File: config.mk
export PLATFORM = sky130hd
export DESIGN_NAME = ball_engine
export DESIGN_NICKNAME = d
export VERILOG_FILES = /design/src/rtl/ball_engine.sv
export SDC_FILE = /design/constraint.sdc
export NUM_CORES = 1
export LEC_CHECK = 0
export BUFFER_PORTS_ARGS = -buffer_cell sky130_fd_sc_hd__buf_2
export CAP_MARGIN = 5
export CORE_ASPECT_RATIO = 1.2
export CORE_MARGIN = 2
export CORE_UTILIZATION = 45
export CTS_BUF_LIST = sky130_fd_sc_hd__clkbuf_8 sky130_fd_sc_hd__clkbuf_16
export CTS_CLUSTER_SIZE = 25
export DETAILED_ROUTE_END_ITERATION = 6
export PLACE_DENSITY = 0.74
export SLEW_MARGIN = 10
export SYNTH_ARGS = -nofsm -noshare
export SYNTH_HDL_FRONTEND = slang
export SYNTH_SLANG_ARGS = --single-unit
File: constraint.sdc
create_clock -name clk -period 4.6 [get_ports clk]
set_input_delay 1.38 -clock clk [delete_from_list [all_inputs] [get_ports clk]]
set_output_delay 1.38 -clock clk [all_outputs]
set_load 0.02 [all_outputs]
File: src/rtl/ball_engine.sv
// Pong ball motion/collision engine; all motion advances on frame_tick.
// Optional build macro: BALL_SPEEDUP_EN (speed ramps on paddle hits).
module ball_engine #(
  parameter int H_SCREEN  = 640,
  parameter int V_SCREEN  = 480,
  parameter int BORDER    = 10,
  parameter int BALL_SIZE = 10,
  parameter int P_OFFSET  = 20,
  parameter int P_WIDTH   = 8,
  parameter int P_HIGH    = 96,
  parameter int SPEED     = 2
`ifdef BALL_SPEEDUP_EN
  ,
  parameter int MAX_SPEED = 6
`endif
) (
  input  logic       clk,
  input  logic       reset,
  input  logic       frame_tick,
  input  logic       serve,
  input  logic       serve_side,
  input  logic [9:0] p1_y,
  input  logic [9:0] p2_y,
  output logic [9:0] ball_x,
  output logic [9:0] ball_y,
  output logic       moving,
  output logic       left_hit,
  output logic       right_hit,
  output logic       paddle_hit,
  output logic [3:0] speed
);

  localparam logic [10:0] P1_X  = 11'(BORDER + P_OFFSET);
  localparam logic [10:0] P2_X  = 11'(H_SCREEN - BORDER - P_OFFSET - P_WIDTH);
  localparam logic [10:0] L_SRV = 11'(BORDER + P_OFFSET + P_WIDTH);
  localparam logic [10:0] R_SRV = 11'(H_SCREEN - BORDER - P_OFFSET
                                      - P_WIDTH - BALL_SIZE);
  localparam logic [10:0] Y_SRV = 11'((V_SCREEN - BALL_SIZE) / 2);
  localparam logic [10:0] Y_MIN = 11'(BORDER);
  localparam logic [10:0] Y_MAX = 11'(V_SCREEN - BORDER - BALL_SIZE);
  localparam logic [10:0] X_RW  = 11'(H_SCREEN - BORDER - BALL_SIZE);
  localparam logic [10:0] BS    = 11'(BALL_SIZE);
  localparam logic [10:0] PW    = 11'(P_WIDTH);
  localparam logic [10:0] PH    = 11'(P_HIGH);

  typedef enum logic [1:0] {
    IDLE   = 2'd0,
    MOVE   = 2'd1,
    SCORED = 2'd2
  } state_t;

  state_t      r_state, w_state_nxt;
  logic [9:0]  r_x, r_y, w_x_nxt, w_y_nxt;
  logic        r_dx, r_dy, w_dx_nxt, w_dy_nxt;
  logic        r_lhit, r_rhit, r_phit;
  logic        w_lhit, w_rhit, w_phit, w_srv, w_score;
  logic [3:0]  r_speed;
  logic [10:0] w_x, w_y, w_p1, w_p2, w_spd;
  logic        w_ov1, w_ov2;

  assign w_x   = {1'b0, r_x};
  assign w_y   = {1'b0, r_y};
  assign w_p1  = {1'b0, p1_y};
  assign w_p2  = {1'b0, p2_y};
  assign w_spd = {7'd0, r_speed};
  assign w_ov1 = (w_y + BS > w_p1) && (w_y < w_p1 + PH);
  assign w_ov2 = (w_y + BS > w_p2) && (w_y < w_p2 + PH);

  // State register
  always_ff @(posedge clk) begin
    if (reset) r_state <= IDLE;
    else       r_state <= w_state_nxt;
  end

  // Next state, next ball kinematics and event pulses
  always_comb begin
    w_state_nxt = r_state;
    w_x_nxt     = r_x;
    w_y_nxt     = r_y;
    w_dx_nxt    = r_dx;
    w_dy_nxt    = r_dy;
    w_lhit      = 1'b0;
    w_rhit      = 1'b0;
    w_phit      = 1'b0;
    w_srv       = 1'b0;
    w_score     = 1'b0;
    unique case (r_state)
      MOVE: begin
        if (frame_tick) begin
          if (!r_dx) begin
            if (w_x + BS >= P2_X && w_x < P2_X + PW && w_ov2) begin
              w_dx_nxt = 1'b1;
              w_x_nxt  = R_SRV[9:0];
              w_phit   = 1'b1;
            end else if (w_x >= X_RW - w_spd) begin
              w_rhit  = 1'b1;
              w_score = 1'b1;
            end else begin
              w_x_nxt = 10'(w_x + w_spd);
            end
          end else begin
            if (w_x <= L_SRV && w_x + BS > P1_X && w_ov1) begin
              w_dx_nxt = 1'b0;
              w_x_nxt  = L_SRV[9:0];
              w_phit   = 1'b1;
            end else if (w_x <= Y_MIN + w_spd) begin
              w_lhit  = 1'b1;
              w_score = 1'b1;
            end else begin
              w_x_nxt = 10'(w_x - w_spd);
            end
          end
          if (w_score) begin
            w_state_nxt = SCORED;
          end else if (!r_dy) begin
            if (w_y + w_spd >= Y_MAX) begin
              w_y_nxt  = Y_MAX[9:0];
              w_dy_nxt = 1'b1;
            end else begin
              w_y_nxt = 10'(w_y + w_spd);
            end
          end else begin
            if (w_y <= Y_MIN + w_spd) begin
              w_y_nxt  = Y_MIN[9:0];
              w_dy_nxt = 1'b0;
            end else begin
              w_y_nxt = 10'(w_y - w_spd);
            end
          end
        end
      end
      default: begin
        if (serve) begin
          w_state_nxt = MOVE;
          w_x_nxt     = serve_side ? R_SRV[9:0] : L_SRV[9:0];
          w_y_nxt     = Y_SRV[9:0];
          w_dx_nxt    = serve_side;
          w_dy_nxt    = 1'b0;
          w_srv       = 1'b1;
        end
      end
    endcase
  end

  // Ball position, direction and registered pulses
  always_ff @(posedge clk) begin
    if (reset) begin
      r_x    <= L_SRV[9:0];
      r_y    <= Y_SRV[9:0];
      r_dx   <= 1'b0;
      r_dy   <= 1'b0;
      r_lhit <= 1'b0;
      r_rhit <= 1'b0;
      r_phit <= 1'b0;
    end else begin
      r_x    <= w_x_nxt;
      r_y    <= w_y_nxt;
      r_dx   <= w_dx_nxt;
      r_dy   <= w_dy_nxt;
      r_lhit <= w_lhit;
      r_rhit <= w_rhit;
      r_phit <= w_phit;
    end
  end

  // Speed: serve value, optionally ramped by paddle hits
  always_ff @(posedge clk) begin
    if (reset || w_srv) begin
      r_speed <= 4'(SPEED);
`ifdef BALL_SPEEDUP_EN
    end else if (w_phit && r_speed < 4'(MAX_SPEED)) begin
      r_speed <= r_speed + 4'd1;
`endif
    end
  end

  assign ball_x     = r_x;
  assign ball_y     = r_y;
  assign moving     = (r_state == MOVE);
  assign left_hit   = r_lhit;
  assign right_hit  = r_rhit;
  assign paddle_hit = r_phit;
  assign speed      = r_speed;

endmodule

Yosys cells after proc, flatten, opt, wreduce, memory -nomap -nowiden. Cells that the tools add are included.

$add $sub $neg: 8. Magnitude comparators: 12. Equal/unequal tests: 6. Muxes and demuxes: 42. Bitwise logic cells: 3. Reductions and logical operators: 14.

Operators by type and width (count): $mux W10 (16); $add A10 B4 Y11 const B (2); $add A10 B7 Y11 const B (2); $gt A11 B10 Y1 (2); $lt A10 B11 Y1 (2); $mux W1 (22); $le A10 B4 Y1 const B (2); $sub A10 B2 Y10 const B (2); $add A10 B2 Y11 const B (1); $ge A11 B10 Y1 const B (1); $ge A11 B9 Y1 const B (1); $gt A11 B5 Y1 const B (1); $add A10 B2 Y10 const B (1); $ge A10 B10 Y1 const B (1); $le A10 B6 Y1 const B (1); $lt A10 B10 Y1 const B (1); $mux W2 (4); $ne A4 B4 Y1 const B (2); $reduce_or A4 Y1 (2); $logic_and A1 B1 Y1 (6); $reduce_and A3 Y1 (2); $ne A2 B2 Y1 const B (2); $reduce_and A4 Y1 (1); $not A1 Y1 (3); 5 further kinds (5).

Flip-flop bits (word level): 27. Input bits: 25. Output and inout bits: 28. Word-level logic and storage cells: 93.

Depth between registers and ports, before layout. Gate-level depths: netlist (run 1).

Depth after elaboration: 11. Depth in mapped cells: 13. Gate-level depth less buffers: 13.

Worst setup path before layout (run 1). No wires, ideal clock.

Path kind: input -> register. From: input port p1_y[5]. To: register r_x[7] (netlist: ball_x[7]). Setup time: 0.117 ns. Arrival time: 3.571 ns. Required time: 4.483 ns. Path slack: 0.911 ns. Stages: 11. Buffers on the path: 0. Cell sequence: inv_1 -> ha_1 -> nor3_1 -> xnor2_1 -> ha_1 -> a21o_1 -> a221o_1 -> a221oi_1 -> o221ai_1 -> a31o_2 -> a32o_1.

Longest elaborated chain between the ends: 8. Elaborated cells between the ends (all ways): 11. Those cells by class: 1 x add/sub; 2 x order compare; 1 x eq/ne; 4 x mux; 3 x reduce/logical.

RTL lines: from (decl) (line 22) `input logic [9:0] p1_y,`; $add A10 B7 Y11 (line 66) `assign w_ov1 = (w_y + BS > w_p1) && (w_y < w_p1 + PH);`; $lt A10 B11 Y1 (line 66); $logic_and A1 B1 Y1 * (line 66); $logic_and A1 B1 Y1 * (line 102) `if (w_x <= L_SRV && w_x + BS > P1_X && w_ov1) begin`; $mux W10 (line 102); $mux W10 (line 90) `if (!r_dx) begin`; $mux W10 (line 89) `if (frame_tick) begin`; $mux W10 (line 87) `unique case (r_state)`; to (signal assigned) (line 148) `r_x <= L_SRV[9:0];`; to (signal assigned) (line 156) `r_x <= w_x_nxt;`; to (decl) (line 53) `logic [9:0] r_x, r_y, w_x_nxt, w_y_nxt;`.

Mark *: on every way between the ends. The rest lies on a longest branch, timed or not. The select of a mux whose other input is x is not followed. A chain may end at the register's enable or synchronous reset.

Worst setup path in the final report (run 1).
From: input port p1_y[5]. To: register r_x[8] (netlist: ball_x[8]).

Same word-level chain as after synthesis.

==> qor.csv, run 1 <==
metric,value,unit
P per Cell Area,203,mW/mm²
Hold Buf Count CTS,0,
ratio of cells with drive above 1 in the final layout,0.133,
Critical R2R Capture,ball_x[6]$_SDFFE_PP0P_,
"Avg Cell Area, Syn",7.35,µm²
postcts setup bufs,0,
Synth top area share,0.173,
Reg-to-Reg Start,ball_y[1]$_SDFFE_PP1P_,
worst slew pin tran,0.873,ns
# nets final,555,
diodes inserted,0,
"commonest cells after routing, fill and taps aside","ha_1, buf_2, nor2_1",
Die Ht,99.3,µm
"Hold Vio Cnt, Final",0,
"Top cell by count, worst path",ha_1,
clock latency on the worst-skew pair,0.27,ns
Crit Path Class,input port to flip-flop,
gr usage total,0.217,
clk sinks,26,
max-slew violation count,0,
CP endpoint kind,flip-flop,
worst reg2reg path depth,12,
CP cell instances,buf_2 -> inv_1 -> ha_1 -> nor3_1 -> xnor2_1 -> ha_1 -> a21o_1 -> a221o_1 -> a221oi_1 -> o221ai_1 -> nand2_1 -> o31ai_1 -> a32o_1,
static leakage,0.00159,µW
CP Launch Type,input port,
number of cells produced by synthesis,463,
"Max stage delay cell, worst path",a221o_1,
H-Tree Level Count,1,
Unique masters post-synth,66,
DRC violations left,0,
Via-to-Cell Ratio,6.19,
hold crit path type,flip-flop to flip-flop,
Ys Warns,0,
DR pass1 iterations,6,
Synth area leaders,"ha_1, dfxtp_1, xnor2_1",
first-pass GRT wire length,15300,µm
CP Max Fanout,5,
Stages on worst setup path,13,
Max Root-Sink Buffers,2,
HPWL Detailed,7060,µm
critical path endpoint,ball_x[8]$_SDFFE_PP0P_,
total CTS buffers,3,
Die X,83.4,µm
wire per inst,15.9,µm
core area,0.00727,mm²
Synth Register Bits,26,
r2r setup slk,0.86,ns
max_cap viols,0,
worst clock skew,0.00594,ns
IO Count,53,
Vias,3539,
vias in the first global route,3354,
cell area after layout,0.00367,mm²
Initial Util,0.468,
status,completed,
FMAX,264,MHz
"Cell Area, Placed",0.00360,mm²
final RePlAce weighted congestion,0.942,
Layout area overhead,7.90,%
period utilisation layout,0.825,
CTS tree,done,
total die area,0.00828,mm²
Port Buffers,47,
GRT overflow,0,
Setup TNS Final,0,ns
fin crit period,3.79,ns
clk slew on worst S/H paths,0.09,ns
"slowest stage delay, CP",0.34,ns
CTS resizes,0,
hold path cells,2,
"Setup violations, final",0,
relative slew slack,0.410,
worst path arrival time,3.97,ns
main flop type after synthesis,dfxtp_1,
filler cell count,730,
crit-path leading delay family,compound AO/OA/AOI/OAI gates,
RSZ-0062 raised after global routing,false,
largest net degree at the start of global routing,23,
largest area contributor in the netlist,ha_1,
"Cell Area, Synth",0.00340,mm²
Initial DRC Count,215,
"EDFF count, synth",0,
"wirelength, routed",9080,µm
Crit. Startpoint,p1_y[5],
VDD IR max,0.188,mV
antenna violations before repair,0,
post-route ant nets,0,
ys async rst share,0,
final core occ,0.505,
Root Driver,clkbuf_8,
sequential area share after synthesis,0.153,
Rows,34,
Worst Path Buf+Inv,2,
worst path required time,4.77,ns
==> metrics by stage <==
| stage | setup WS (ns) | hold slack, ns | power [µW] | instances |
|---|---|---|---|---|
| after floorplan | 0.911 | 0.479 | 488 | 466 |
| after detailed placement | 0.515 | 0.503 | 558 | 568 |
| after global routing | 0.591 | 0.530 | 794 | 572 |
| after CTS | 0.806 | 0.515 | 746 | 572 |
| final | 0.807 | 0.511 | 746 | 572 |
| after global placement | 0.669 | 0.492 | 549 | 568 |
==> kinds of logic (layout without fill, tap and decap cells) <==
kind of cell             Yosys count  after routing  synth area share
other                              2              5           0.00221
flip-flops                        26             26             0.153
AO/OA/AOI/OAI                    136            136             0.283
buffers and inverters             68             84            0.0849
AND/OR/NAND/NOR                  154            154             0.227
XOR/XNOR                          28             28            0.0720
multiplexers                       2              2           0.00588
adder cells (fa/ha/maj)           47             47             0.173
==> sequential cells by signal, summed over array words and instances, names as in the netlist <==
signal	flops
r_dx	1
ball_x	9
r_dy	1
ball_y	10
left_hit	1
paddle_hit	1
right_hit	1
r_state	2
==> worst min-delay path by stage <==
stage                                  from                      end  slack, ns
finish              r_state[0]$_SDFFE_PP0P_  r_state[0]$_SDFFE_PP0P_       0.51
detailed placement  r_state[0]$_SDFFE_PP0P_  r_state[0]$_SDFFE_PP0P_       0.50
global route        r_state[0]$_SDFFE_PP0P_  r_state[0]$_SDFFE_PP0P_       0.53
global placement    r_state[0]$_SDFFE_PP0P_  r_state[0]$_SDFFE_PP0P_       0.49
CTS                 r_state[0]$_SDFFE_PP0P_  r_state[0]$_SDFFE_PP0P_       0.52
floorplan           r_state[0]$_SDFFE_PP0P_  r_state[0]$_SDFFE_PP0P_       0.48
==> power by group <==
| part | internal [µW] | leakage, µW | switching [µW] | total [µW] |
|---|---|---|---|---|
| clock network | 116 | 0.0000357 | 72.6 | 189 |
| logic | 114 | 0.00134 | 162 | 276 |
| registers | 236 | 0.000212 | 44.9 | 281 |
==> metal layers <==
| metal | vias up | GRT usage | share of wire |
|---|---|---|---|
| li1 | 1735 | - | - |
| met1 | 1655 | 0.276 | 0.43 |
| met2 | 125 | 0.390 | 0.50 |
| met3 | 24 | 0.0166 | 0.050 |
| met4 | 0 | 0.0706 | 0.025 |
| met5 | - | 0 | 0 |
==> worst reg2reg max path, cell delays in order (launching register included) <==
cell	delay [ns]
dfxtp_1	0.60
ha_1	0.49
o21ai_0	0.17
xnor2_1	0.28
ha_1	0.29
and4_1	0.22
nand3_1	0.11
o21bai_1	0.15
a31oi_1	0.15
o221ai_1	0.35
nand2_1	0.21
or4_1	0.53
o311ai_0	0.11
==> area by class of cell <==
type	instances	area (µm²)	area share
Multi-Input combinational cell	372	2610	0.709
Sequential cell	26	520	0.142
Timing Repair Buffer	48	243	0.0661
Inverter	32	120	0.0327
Tap cell	90	113	0.0307
Clock buffer	3	41.3	0.0112
Clock inverter	1	30.0	0.00817
==> cell usage after synthesis (5+ instances only) <==
| cell type | n |
|---|---|
| ha_1 | 47 |
| nor2_1 | 36 |
| inv_1 | 32 |
| a21oi_1 | 31 |
| nand2_1 | 31 |
| dfxtp_1 | 26 |
| nand3_1 | 24 |
| o21ai_0 | 23 |
| clkbuf_1 | 19 |
| xnor2_1 | 19 |
| nor3_1 | 11 |
| xor2_1 | 9 |
| a211oi_1 | 8 |
| a21o_1 | 8 |
| nand2b_1 | 8 |
| nor2b_1 | 8 |
| nor4_1 | 8 |
| and3_1 | 6 |
| o31ai_1 | 6 |
| a31oi_1 | 5 |
| buf_1 | 5 |
| buf_2 | 5 |
| buf_4 | 5 |
| nand4_1 | 5 |
| o211ai_1 | 5 |
Note: power is estimated with default switching activity, not from simulation.
==> run 2, diff against run 1 <==
--- a/config.mk
+++ b/config.mk
@@ -13,7 +13,7 @@
 export CTS_BUF_LIST = sky130_fd_sc_hd__clkbuf_8 sky130_fd_sc_hd__clkbuf_16
 export CTS_CLUSTER_SIZE = 25
 export DETAILED_ROUTE_END_ITERATION = 6
-export PLACE_DENSITY = 0.74
+export PLACE_DENSITY = 0.76
 export SLEW_MARGIN = 10
 export SYNTH_ARGS = -nofsm -noshare
 export SYNTH_HDL_FRONTEND = slang
==> constraint.sdc (replaced) <==
create_clock -name clk -period 3.44 [get_ports clk]
set_input_delay 1.032 -clock clk [delete_from_list [all_inputs] [get_ports clk]]
set_output_delay 1.032 -clock clk [all_outputs]
set_load 0.02 [all_outputs]
==> run 2 against run 1 <==
Effect of this change:
- global-route usage increased by 0.67 points
- die area unchanged
- via count rose by 2.5%
- sequential power rose by 31%
- utilization rose by 2.1 points
- final area rose by 4.2%
- combinational power increased by 44%
- largest cell class unchanged
- critical path depth unchanged
- critical path type unchanged
- setup slack got worse by 0.62 ns
==> qor.csv, run 2 (same netlist as run 1, synthesis figures left out) <==
metric,value,unit
status,completed,
HPWL Detailed,7330,µm
final hold slack,0.511,ns
GRT overflow,0,
hold path cells,2,
DR pass1 iterations,6,
P per Cell Area,268,mW/mm²
diodes inserted,0,
fin crit period,3.25,ns
wire per inst,16.0,µm
total die area,0.00828,mm²
clk slew on worst S/H paths,0.10,ns
Critical R2R Capture,ball_x[6]$_SDFFE_PP0P_,
max_cap viols,0,
CP cell instances,buf_2 -> inv_1 -> ha_1 -> nor3_2 -> xnor2_1 -> ha_1 -> a21o_1 -> a221o_1 -> a221oi_2 -> o221a_2 -> nor2_1 -> a21oi_1 -> o221a_2,
CTS resizes,0,
period utilisation layout,0.945,
VDD IR max,0.268,mV
"Max stage delay cell, worst path",a221o_1,
"commonest cells after routing, fill and taps aside","ha_1, buf_2, nor2_1",
max-slew violation count,0,
filler cell count,726,
Via-to-Cell Ratio,6.15,
final RePlAce weighted congestion,0.928,
Port Buffers,47,
clock latency on the worst-skew pair,0.28,ns
cell area after layout,0.00383,mm²
"Setup violations, final",0,
Crit Path Class,input port to flip-flop,
ratio of cells with drive above 1 in the final layout,0.172,
Rows,34,
Hold Buf Count CTS,0,
CTS tree,done,
worst hold endpoint,r_state[0]$_SDFFE_PP0P_,
"wirelength, routed",9430,µm
antenna violations before repair,0,
max reg flops,10,
CP Max Fanout,4,
"Cell Area, Placed",0.00374,mm²
Final Non-Filler Cells,590,
static leakage,0.00168,µW
Max Root-Sink Buffers,2,
"slowest stage delay, CP",0.35,ns
r2r setup slk,0.34,ns
placed cell count,586,
worst path required time,3.67,ns
Die X,83.4,µm
clk sinks,26,
postcts setup bufs,0,
H-Tree Level Count,1,
Vias,3627,
worst path arrival time,3.48,ns
Initial Util,0.468,
relative slew slack,0.557,
Reg-to-Reg Start,ball_y[3]$_SDFFE_PP1P_,
DRC violations left,0,
Worst Hold Launch,r_state[0]$_SDFFE_PP0P_,
gr usage total,0.224,
FMAX,308,MHz
CP Launch Type,input port,
Root Driver,clkbuf_8,
"Hold Vio Cnt, Final",0,
worst slew pin tran,0.664,ns
Layout area overhead,12.5,%
IO Count,53,
hold crit path type,flip-flop to flip-flop,
core area,0.00727,mm²
Crit. Startpoint,p1_y[5],
first-pass GRT wire length,15600,µm
Die Ht,99.3,µm
largest net degree at the start of global routing,23,
worst clock skew,0.00706,ns
Initial DRC Count,157,
RSZ-0062 raised after global routing,false,
post-route ant nets,0,
total CTS buffers,3,
worst reg2reg path depth,12,
CP endpoint kind,flip-flop,
# nets final,573,
vias in the first global route,3383,
## run 2: routing by layer
layer	track usage	share of wire	up-vias
li1	-	-	1774
met1	0.282	0.42	1695
met2	0.410	0.51	147
met3	0.0174	0.064	11
met4	0.0618	0.014	0
met5	0	0	-
## run 2: cell type report
type | count | area [µm²] | share of cell area
clock buffer | 3 | 41.3 | 0.0108
clock inverter | 1 | 30.0 | 0.00784
inverter | 32 | 120 | 0.0314
multi-input combinational | 372 | 2630 | 0.686
sequential | 26 | 520 | 0.136
tap | 90 | 113 | 0.0294
timing repair buffer | 66 | 378 | 0.0987
## run 2: how the worst max path moves through the flow
stage	end	slack, ns
6_report	ball_x[2]$_SDFFE_PP1P_	0.19
3_5_place_dp	ball_x[8]$_SDFFE_PP0P_	-0.27
3_3_place_gp	ball_x[7]$_SDFFE_PP0P_	-0.14
4_1_cts	ball_x[8]$_SDFFE_PP0P_	0.01
2_1_floorplan	ball_x[7]$_SDFFE_PP0P_	0.1
5_1_grt	ball_x[2]$_SDFFE_PP1P_	0.008
## run 2: per-stage QoR
| stage | total power, µW | util | setup TNS (ns) | setup slack, ns |
|---|---|---|---|---|
| CTS | 1020 | 0.524 | 0 | 0.0109 |
| global placement | 750 | 0.514 | -0.584 | -0.135 |
| finish | 1030 | 0.526 | 0 | 0.188 |
| detailed placement | 762 | 0.514 | -1.59 | -0.274 |
| global route | 1090 | 0.526 | 0 | 0.00805 |
| floorplan | 653 | - | 0 | 0.0993 |
## run 2: critical path: cells and delay by family
family,cells,cell delay [ns]
AO/OA/AOI/OAI,6,1.39
XOR/XNOR,1,0.16
adder cells (fa/ha/maj),2,0.50
buffers and inverters,2,0.17
AND/OR/NAND/NOR,2,0.23
## run 2: report_power, final
group	total [µW]	switching (µW)	internal, µW
combinational	397	230	167
sequential	367	51.2	316
clock	261	105	156
==> run 3, diff against run 2 <==
--- a/config.mk
+++ b/config.mk
@@ -7,13 +7,15 @@
 export LEC_CHECK = 0
 export BUFFER_PORTS_ARGS = -buffer_cell sky130_fd_sc_hd__buf_2
 export CAP_MARGIN = 5
+export CELL_PAD_IN_SITES_DETAIL_PLACEMENT = 0
+export CELL_PAD_IN_SITES_GLOBAL_PLACEMENT = 1
 export CORE_ASPECT_RATIO = 1.2
 export CORE_MARGIN = 2
-export CORE_UTILIZATION = 45
+export CORE_UTILIZATION = 38
 export CTS_BUF_LIST = sky130_fd_sc_hd__clkbuf_8 sky130_fd_sc_hd__clkbuf_16
 export CTS_CLUSTER_SIZE = 25
 export DETAILED_ROUTE_END_ITERATION = 6
-export PLACE_DENSITY = 0.76
+export PLACE_DENSITY = 0.85
 export SLEW_MARGIN = 10
 export SYNTH_ARGS = -nofsm -noshare
 export SYNTH_HDL_FRONTEND = slang
==> run 3 against run 2 <==
Effect of this change:
- non-clock buffer count rose by 9
- final area rose by 1.9%
- critical path depth is 1 lower
- critical path type is now flip-flop to flip-flop
- die area is 18% higher
- largest cell class unchanged
- setup slack gained 0.0092 ns
- largest power group unchanged
- clock-buffer cell count is the same
- highest routed layer unchanged
- clock skew fell by 0.0031 ns
==> qor.csv, run 3 (same netlist as run 1, synthesis figures left out) <==
metric,value,unit
post-route ant nets,0,
combinational power share,0.462,
H-Tree Level Count,1,
CP endpoint kind,flip-flop,
worst slew pin tran,0.827,ns
CP cell instances,and3_1 -> and3_1 -> o21ai_0 -> xnor2_1 -> ha_1 -> a21oi_1 -> nand2_1 -> o21ai_0 -> a211o_4 -> nor2_1 -> o21ai_0 -> o221a_2,
max-slew violation count,0,
total CTS buffers,3,
ratio of cells with drive above 1 in the final layout,0.185,
gr usage total,0.198,
M1 WL,4400,µm
Power Total,958,µW
max reg flops,10,
Vias,3614,
worst path required time,3.66,ns
Critical R2R Capture,ball_x[2]$_SDFFE_PP1P_,
total die area,0.00974,mm²
DRC violations left,0,
status,completed,
GRT overflow,0,
postcts setup bufs,0,
final RePlAce weighted congestion,0.914,
Clock power frac,0.184,
Die Ht,108,µm
"commonest cells after routing, fill and taps aside","ha_1, buf_2, nor2_1",
Die X,90.4,µm
core area,0.00866,mm²
antenna violations before repair,0,
worst reg2reg path depth,12,
DR pass1 iterations,5,
period utilisation layout,0.943,
worst path arrival time,3.47,ns
switching share of power,0.402,
Rows,37,
"Hold Vio Cnt, Final",0,
P per Cell Area,246,mW/mm²
Crit Path Class,flip-flop to flip-flop,
max_cap viols,0,
Max Used Layer,met4,
worst clock skew,0.00400,ns
static leakage,0.00171,µW
Reg-to-Reg Start,ball_y[6]$_SDFFE_PP1P_,
diodes inserted,0,
clock latency on the worst-skew pair,0.27,ns
Initial DRC Count,160,
largest net degree at the start of global routing,23,
Psw,386,µW
"slowest stage delay, CP",0.46,ns
fin crit period,3.24,ns
Final Non-Filler Cells,625,
IO Count,53,
metal3 WL,409,µm
"Top cell by count, worst path",o21ai_0,
worst hold endpoint,r_state[0]$_SDFFE_PP0P_,
Max Root-Sink Buffers,2,
CP Max Fanout,7,
"Setup violations, final",0,
Root Driver,clkbuf_8,
first-pass GRT wire length,16200,µm
hold crit path type,flip-flop to flip-flop,
"Max stage delay cell, worst path",o21ai_0,
placed cell count,622,
sequential group share of total power,0.354,
hold path cells,2,
crit-path leading delay family,compound AO/OA/AOI/OAI gates,
CTS tree,done,
"wirelength, routed",9780,µm
FMAX,308,MHz
Worst Hold Launch,r_state[0]$_SDFFE_PP0P_,
Initial Util,0.393,
VDD IR max,0.177,mV
r2r setup slk,0.20,ns
Layout area overhead,14.6,%
Met2 Wirelength,4810,µm
# nets final,582,
wire per inst,15.6,µm
Hold Buf Count CTS,0,
vias in the first global route,3397,
Via-to-Cell Ratio,5.78,
Stages on worst setup path,12,
Worst Path Buf+Inv,0,
HPWL Detailed,7750,µm
Port Buffers,47,
CP Launch Type,flip-flop,
clk sinks,26,
relative slew slack,0.442,
RSZ-0062 raised after global routing,false,
clk slew on worst S/H paths,0.09,ns
Cell Int Power,573,µW
## run 3: area by class of cell
type,instances,area (µm²)
sequential,26,520
timing repair buffer,75,445
clock buffer,3,41.3
inverter,32,120
tap,117,146
fill,937,4760
multi-input combinational,372,2630
## run 3: routing by layer
metal | track usage | vias up
met5 | 0 | -
met3 | 0.0119 | 12
met4 | 0.0516 | 0
li1 | - | 1789
met1 | 0.255 | 1707
met2 | 0.360 | 106
## run 3: worst register-to-register path, stage by stage (launching register included)
cell	delay, ns
dfxtp_1	0.45
and3_1	0.29
and3_1	0.23
o21ai_0	0.12
xnor2_1	0.27
ha_1	0.30
a21oi_1	0.18
nand2_1	0.08
o21ai_0	0.25
a211o_4	0.22
nor2_1	0.06
o21ai_0	0.46
o221a_2	0.28
## run 3: how the worst max path moves through the flow
stage                                start  slack [ns]                     end
floorplan                          p1_y[5]         0.1  ball_x[7]$_SDFFE_PP0P_
global placement                   p1_y[5]       -0.14  ball_x[9]$_SDFFE_PP0P_
detailed placement                 p1_y[5]       -0.30  ball_x[8]$_SDFFE_PP0P_
CTS                                p1_y[5]        0.01  ball_x[8]$_SDFFE_PP0P_
global route        ball_y[6]$_SDFFE_PP1P_        0.02  ball_x[2]$_SDFFE_PP1P_
finish              ball_y[6]$_SDFFE_PP1P_        0.20  ball_x[2]$_SDFFE_PP1P_
## run 3: power groups by stage
stage,Clock [µW],Sequential [µW],Combinational (µW)
detailed placement,0,345,435
floorplan,0,354,298
CTS,178,339,439
finish,176,339,443
global placement,0,346,426
global route,192,343,492
## run 3: timing repair
action	in CTS	in global routing
pin swaps	1	0
endpoints found under the setup margin	1	10
gates resized for setup	1	3
## run 3: per-stage QoR
| stage | TNS (ns) | hold slack, ns | utilization | area [µm²] | setup slack, ns |
|---|---|---|---|---|---|
| CTS | 0 | 0.534 | 0.449 | 3890 | 0.0106 |
| floorplan | 0 | 0.479 | - | 3420 | 0.0993 |
| global route | 0 | 0.557 | 0.450 | 3900 | 0.0182 |
| global placement | -0.658 | 0.493 | 0.443 | 3840 | -0.143 |
| detailed placement | -1.73 | 0.509 | 0.443 | 3840 | -0.296 |
| finish | 0 | 0.527 | 0.450 | 3900 | 0.197 |
